==> config.mk <==
export PLATFORM = sky130hd
export DESIGN_NAME = cpu
export DESIGN_NICKNAME = d
export VERILOG_FILES = /design/src/rtl/cpu_pkg.sv /design/src/rtl/cpu_alu.sv /design/src/rtl/cpu.sv
export SDC_FILE = /design/constraint.sdc
export NUM_CORES = 1
export LEC_CHECK = 0
export BUFFER_PORTS_ARGS = -buffer_cell sky130_fd_sc_hd__clkbuf_2
export CORE_MARGIN = 2
export CORE_UTILIZATION = 30
export CTS_BUF_LIST = sky130_fd_sc_hd__clkbuf_4
export CTS_CLUSTER_SIZE = 30
export DETAILED_ROUTE_END_ITERATION = 8
export PLACE_DENSITY_LB_ADDON = 0.05
export SETUP_SLACK_MARGIN = 0.1
export SLEW_MARGIN = 20
export SYNTH_ARGS = -nofsm -noshare
export SYNTH_HDL_FRONTEND = slang
export SYNTH_SLANG_ARGS = --single-unit
==> constraint.sdc <==
create_clock -name clk -period 4.15 [get_ports clk]
set_clock_uncertainty 0.1 [all_clocks]
set_input_delay 0.83 -clock clk [delete_from_list [all_inputs] [get_ports clk]]
set_output_delay 0.83 -clock clk [all_outputs]
set_load 0.02 [all_outputs]
==> src/rtl/cpu_pkg.sv <==
// Purpose : shared ISA constants for the 8-bit accumulator CPU.
// Latency : n/a (constants only).
// Backpressure: n/a.
package cpu_pkg;
    localparam int INSTR_W  = 12;
    localparam int DATA_W   = 8;
    localparam int ROM_PROG = 16;   // words loadable through the PROG parameter

    localparam logic [3:0] OP_NOP = 4'h0;
    localparam logic [3:0] OP_LDI = 4'h1;
    localparam logic [3:0] OP_IN  = 4'h2;
    localparam logic [3:0] OP_OUT = 4'h3;
    localparam logic [3:0] OP_ADD = 4'h4;
    localparam logic [3:0] OP_SUB = 4'h5;
    localparam logic [3:0] OP_AND = 4'h6;
    localparam logic [3:0] OP_OR  = 4'h7;
    localparam logic [3:0] OP_XOR = 4'h8;
    localparam logic [3:0] OP_JMP = 4'h9;
    localparam logic [3:0] OP_JZ  = 4'hA;
    localparam logic [3:0] OP_JC  = 4'hB;
    localparam logic [3:0] OP_ADS = 4'hC;
endpackage

==> src/rtl/cpu_alu.sv <==
// Purpose : combinational ALU; computes the new accumulator value and flags for one opcode.
// Latency : 0 cycles (pure combinational).
// Backpressure: none.
// Ports: op_i opcode, a_i accumulator, b_i operand (imm or switches);
//        result_o new A, z_o/c_o new flags, writes_a_o (A and Z update), writes_c_o (C update).
module cpu_alu
    import cpu_pkg::*;
(
    input  logic [3:0]        op_i,
    input  logic [DATA_W-1:0] a_i,
    input  logic [DATA_W-1:0] b_i,
    output logic [DATA_W-1:0] result_o,
    output logic              z_o,
    output logic              c_o,
    output logic              writes_a_o,
    output logic              writes_c_o
);
    logic [DATA_W:0] sum;

    always_comb begin
        result_o   = a_i;
        c_o        = 1'b0;
        writes_a_o = 1'b0;
        writes_c_o = 1'b0;
        sum        = {1'b0, a_i} + {1'b0, b_i};
        case (op_i)
            OP_LDI, OP_IN: begin
                result_o   = b_i;
                writes_a_o = 1'b1;
            end
            OP_ADD, OP_ADS: begin
                result_o   = sum[DATA_W-1:0];
                c_o        = sum[DATA_W];
                writes_a_o = 1'b1;
                writes_c_o = 1'b1;
            end
            OP_SUB: begin
                result_o   = a_i - b_i;
                c_o        = (a_i < b_i);   // borrow
                writes_a_o = 1'b1;
                writes_c_o = 1'b1;
            end
            OP_AND, OP_OR, OP_XOR: begin
                result_o   = (op_i == OP_AND) ? (a_i & b_i) :
                             (op_i == OP_OR)  ? (a_i | b_i) : (a_i ^ b_i);
                writes_a_o = 1'b1;
                writes_c_o = 1'b1;          // logic ops clear C
            end
            default: ;
        endcase
        z_o = (result_o == '0);
    end
endmodule

==> src/rtl/cpu.sv <==
// Purpose : single-cycle 8-bit accumulator CPU with internal constant ROM, switches in, LEDs out.
// Latency : one instruction per rising clk; leds registered (updated at the OUT edge).
// Backpressure: none; executes continuously while clr is low.
// Ports: clk clock, clr sync active-high reset, swiches switch inputs, leds registered LED output.
// PROG holds ROM words 0..15 (word i at [i*12 +: 12]); every other address reads NOP. PC_W >= 4.
module cpu
    import cpu_pkg::*;
#(
    parameter int                          PC_W = 8,
    parameter logic [ROM_PROG*INSTR_W-1:0] PROG = {132'h0, 12'h900, 12'h300,
                                                   12'h401, 12'h300, 12'h200}
)(
    input  logic              clk,
    input  logic              clr,
    input  logic [DATA_W-1:0] swiches,
    output logic [DATA_W-1:0] leds
);
    logic [PC_W-1:0]    pc_q, pc_d;
    logic [DATA_W-1:0]  a_q, a_d, leds_q, leds_d;
    logic               z_q, z_d, c_q, c_d;

    logic [INSTR_W-1:0] prog_mem [ROM_PROG];
    logic [INSTR_W-1:0] instr;
    logic [3:0]         op;
    logic [DATA_W-1:0]  imm, alu_b, alu_res;
    logic               alu_z, alu_c, wr_a, wr_c;
    logic [PC_W-1:0]    target;

    always_comb begin
        for (int i = 0; i < ROM_PROG; i++) begin
            prog_mem[i] = PROG[i*INSTR_W +: INSTR_W];
        end
    end

    // Combinational fetch; addresses beyond the loadable window read NOP.
    always_comb begin
        instr = '0;
        if ((pc_q >> 4) == '0) begin
            instr = prog_mem[pc_q[3:0]];
        end
    end

    assign op     = instr[11:8];
    assign imm    = instr[7:0];
    assign alu_b  = (op == OP_IN || op == OP_ADS) ? swiches : imm;
    assign target = PC_W'(imm);     // truncates or zero-extends to PC_W

    cpu_alu u_alu (
        .op_i       (op),
        .a_i        (a_q),
        .b_i        (alu_b),
        .result_o   (alu_res),
        .z_o        (alu_z),
        .c_o        (alu_c),
        .writes_a_o (wr_a),
        .writes_c_o (wr_c)
    );

    always_comb begin
        pc_d   = pc_q + PC_W'(1);
        a_d    = a_q;
        z_d    = z_q;
        c_d    = c_q;
        leds_d = leds_q;
        if (wr_a) begin
            a_d = alu_res;
            z_d = alu_z;
        end
        if (wr_c) begin
            c_d = alu_c;
        end
        // Conditional jumps look at the registered flags, i.e. before this instruction.
        case (op)
            OP_OUT: leds_d = a_q;
            OP_JMP: pc_d = target;
            OP_JZ:  if (z_q) pc_d = target;
            OP_JC:  if (c_q) pc_d = target;
            default: ;
        endcase
    end

    always_ff @(posedge clk) begin
        if (clr) begin
            pc_q   <= '0;
            a_q    <= '0;
            z_q    <= 1'b0;
            c_q    <= 1'b0;
            leds_q <= '0;
        end else begin
            pc_q   <= pc_d;
            a_q    <= a_d;
            z_q    <= z_d;
            c_q    <= c_d;
            leds_q <= leds_d;
        end
    end

    assign leds = leds_q;
endmodule

==> flow_summary.json <==
{
  "num-nets-final": 316,
  "setup_total_negative_slack_ns": 0,
  "clk_latency_ns": 0.34,
  "fin_crit_ns": 3.606,
  "slew_viol_final": 0,
  "synth_top_family_by_area": "simple AND/OR/NAND/NOR gates",
  "ys_seq_area_share_pct": 23.90,
  "vias_per_cell": 5.165,
  "synthAdderAreaFrac_pct": 20.04,
  "leakagePower_nw": 1.016,
  "cts_sinks": 24,
  "crit_family": "compound AO/OA/AOI/OAI gates",
  "layout_common_cells": "37 x nor2_1, 29 x ha_1, 25 x inv_1",
  "post-route-period-util_pct": 86.89,
  "cpPeakStageDelay_ns": 0.45,
  "synthSimpleGateAreaFrac_pct": 23.40,
  "antenna_found_initial": 0,
  "crit_chain": "inv_1 -> ha_1 -> nor3_1 -> nor4b_4 -> nand2_1 -> ha_1 -> a21o_1 -> a21oi_1 -> o211ai_1 -> a31oi_1 -> xnor2_1 -> a221oi_1 -> nor2_1",
  "async_flop_share_pct": 0,
  "muxShareOfSynthArea_pct": 0.9956,
  "seqCellArea_um2": 480.5,
  "max_freq_mhz": 277.3,
  "setup.worst_path.end_class": "flip-flop",
  "hold_viol": 0,
  "final_area_mm2": 0.002245,
  "powerDensity_mw_per_mm2": 380.4,
  "vias": 1813,
  "r2r_slack_ns": 0.54,
  "path_depth": 13,
  "syn_to_final_growth_pct": 11.64,
  "initial_utilization_pct": 31.31,
  "ir_worst_vdd_uv": 130.9,
  "min_path_type": "reg -> reg",
  "n_antenna_cell": 0,
  "startpoint": "pc_q[0]",
  "pin_count": 18,
  "die_h_um": 85.87,
  "wl_per_cell_um": 15.66,
  "synthDistinctLibCells": 47,
  "cpMostUsedCell": "ha_1",
  "htree_levels": 1,
  "post_cts_buffers": 0,
  "firstDrtPassIters": 6,
  "crit_required_ns": 4.28,
  "synthCells": 260,
  "antenna_left": 0,
  "crit_arrival_ns": 3.74,
  "rr_endpoint": "a_q[6]",
  "yosysWarnings": 0,
  "clk_pin_slew_ns": 0.17,
  "synth_flop_cell": "dfxtp_1",
  "drc": 0,
  "clockBufferDepth": 2,
  "clock-root-buffer": "clkbuf_4",
  "multi_input_area_mm2": 0.001399,
  "cts_tree": "done",
  "setup_viol": 0,
  "die_area_mm2": 0.007373,
  "worstSetupPathType": "reg -> reg",
  "synth_compound_gate_area_share_pct": 19.91,
  "dpl.hpwl_mm": 4.019,
  "syn-num-nets": 301,
  "syn_area_mm2": 0.002011,
  "maxCapViolations": 0,
  "wl_mm": 5.496,
  "synth-edff-count": 0,
  "drive_gt1_share_pct": 12.41,
  "numCtsBuffers": 3,
  "die_x_um": 85.87,
  "reg2reg_from": "pc_q[0]",
  "cp_slowest_cell": "nor4b_4",
  "synthXorXnorAreaFrac_pct": 4.792,
  "fillers": 713,
  "path_buf_inv": 1,
  "final_util_pct": 34.95,
  "relSlewSlack_pct": 32.44,
  "worstMarginPinSlew_ns": 1.006,
  "layout_commonest_cell": "nor2_1",
  "crit_fanout": 5,
  "status": "completed",
  "grt_max_degree": 32,
  "grt_pass1_vias": 1672,
  "critPathLaunchType": "flip-flop",
  "placed_area_mm2": 0.002183,
  "endpoint": "a_q[6]",
  "portBuffers": 17,
  "overflow": 0,
  "syn_area_per_cell_um2": 7.733,
  "r2r.worst_path.cells": 13,
  "rsz0062_at_grt": "false",
  "drt-initial-drc-count": 117,
  "grt_pass1_wl_mm": 8.894,
  "place.gp.congestion": 0.8302,
  "std_cell_rows": 29,
  "grtUsageTotal_pct": 15.39,
  "synth_seq_cells": 24,
  "core_area_mm2": 0.006422
}
[registers in the layout, indices dropped and copies added, names as in the netlist]
name,count
a_q,8
leds,8
pc_q,8
[worst min-delay path by stage]
| stage | end | start | slack (ns) | cells past startpoint |
|---|---|---|---|---|
| floorplan | a_q[0] | a_q[0] | 0.37 | 2 |
| global placement | leds[5] | leds[5] | 0.37 | 2 |
| detailed placement | leds[5] | leds[5] | 0.38 | 2 |
| CTS | leds[5] | leds[5] | 0.42 | 2 |
| global route | leds[1] | leds[1] | 0.45 | 2 |
| finish | leds[5] | leds[5] | 0.41 | 2 |
[metrics by stage]
step / power (W) / hold WS, ns / std cells / worst slack, ns
5_1_grt: 0.0009192 / 0.4460 / 351 / 0.2427
3_3_place_gp: 0.0006730 / 0.3745 / 347 / 0.6038
6_report: 0.0008538 / 0.4101 / 351 / 0.5439
3_5_place_dp: 0.0006642 / 0.3827 / 347 / 0.5166
4_1_cts: 0.0008538 / 0.4190 / 351 / 0.4851
2_1_floorplan: 0.0005644 / 0.3727 / 260 / 0.5328
[cells in the mapped netlist (all sizes together) (2+ instances only)]
| cell type | n | area [um^2] |
|---|---|---|
| clkbuf | 11 | 41.29 |
| ha | 29 | 362.9 |
| nand2 | 19 | 71.32 |
| and3 | 2 | 12.51 |
| a211oi | 2 | 15.01 |
| xor2 | 5 | 43.79 |
| nand3 | 9 | 45.04 |
| fa | 2 | 40.04 |
| o21bai | 3 | 22.52 |
| dfxtp | 24 | 480.5 |
| a22oi | 2 | 15.01 |
| or2 | 2 | 12.51 |
| a21o | 2 | 15.01 |
| o21ai | 2 | 10.01 |
| nor2b | 4 | 25.02 |
| a32oi | 2 | 17.52 |
| a21oi | 20 | 100.1 |
| o211ai | 5 | 37.54 |
| xnor2 | 6 | 52.55 |
| nand2b | 3 | 18.77 |
| or3 | 3 | 23.77 |
| a31oi | 4 | 25.02 |
| o31ai | 2 | 15.01 |
| mux2i | 2 | 20.02 |
| a41oi | 2 | 25.03 |
| inv | 25 | 93.84 |
| a221oi | 2 | 17.52 |
| nor3 | 13 | 65.06 |
| nor2 | 37 | 138.9 |
[metal layers]
| layer | wire length (um) | track usage, % | vias up |
|---|---|---|---|
| li1 | - | - | 918 |
| met1 | 2876 | 23.23 | 848 |
| met2 | 2345 | 23.54 | 45 |
| met3 | 250 | 2.021 | 2 |
| met4 | 23 | 2.597 | 0 |
| met5 | 0 | 0 | - |
[layout make-up]
cell class / instances / share of cell area (%)
clock inverters: 1 / 1.338
multi-input cells: 199 / 62.32
well taps: 77 / 4.292
inverters: 25 / 4.181
flip-flops and latches: 24 / 21.40
repair buffers: 22 / 5.463
clock buffers: 3 / 1.003
[where the power goes]
| group | total (W) | leakage (nW) | switching, W | internal, W |
|---|---|---|---|---|
| Clock | 0.000188 | 0.0279 | 0.0000906 | 0.0000977 |
| Sequential | 0.000273 | 0.196 | 0.0000212 | 0.000252 |
| Combinational | 0.000393 | 0.792 | 0.000240 | 0.000153 |
| Total | 0.000854 | 1.02 | 0.000351 | 0.000502 |
[worst register-to-register path, stage by stage, from the launching register on]
cell and delay, ns:
dfxtp_1 0.36, inv_1 0.07, ha_1 0.24, nor3_1 0.38, nor4b_4 0.45, nand2_1 0.21
ha_1 0.39, a21o_1 0.21, a21oi_1 0.26, o211ai_1 0.13, a31oi_1 0.23, xnor2_1 0.09
a221oi_1 0.30, nor2_1 0.06
[timing repair]
action | in CTS | in global routing
hold buffers | 0 | 0
hold endpoints to repair | 0 | 0
gates resized for setup | 0 | 1
endpoints found under the setup margin | 0 | 1
[cell families (layout without fill, tap and decap cells)]
logic type                 Yosys count  after routing
and+or+nand+nor                     98             98
muxes                                2              2
buffers and inverters               37             51
DFF                                 24             24
xor gates and xnor gates            11             11
AOI/OAI and AO/OA                   57             57
adders and majority gates           31             31
Note: power is estimated with default switching activity, not from simulation.
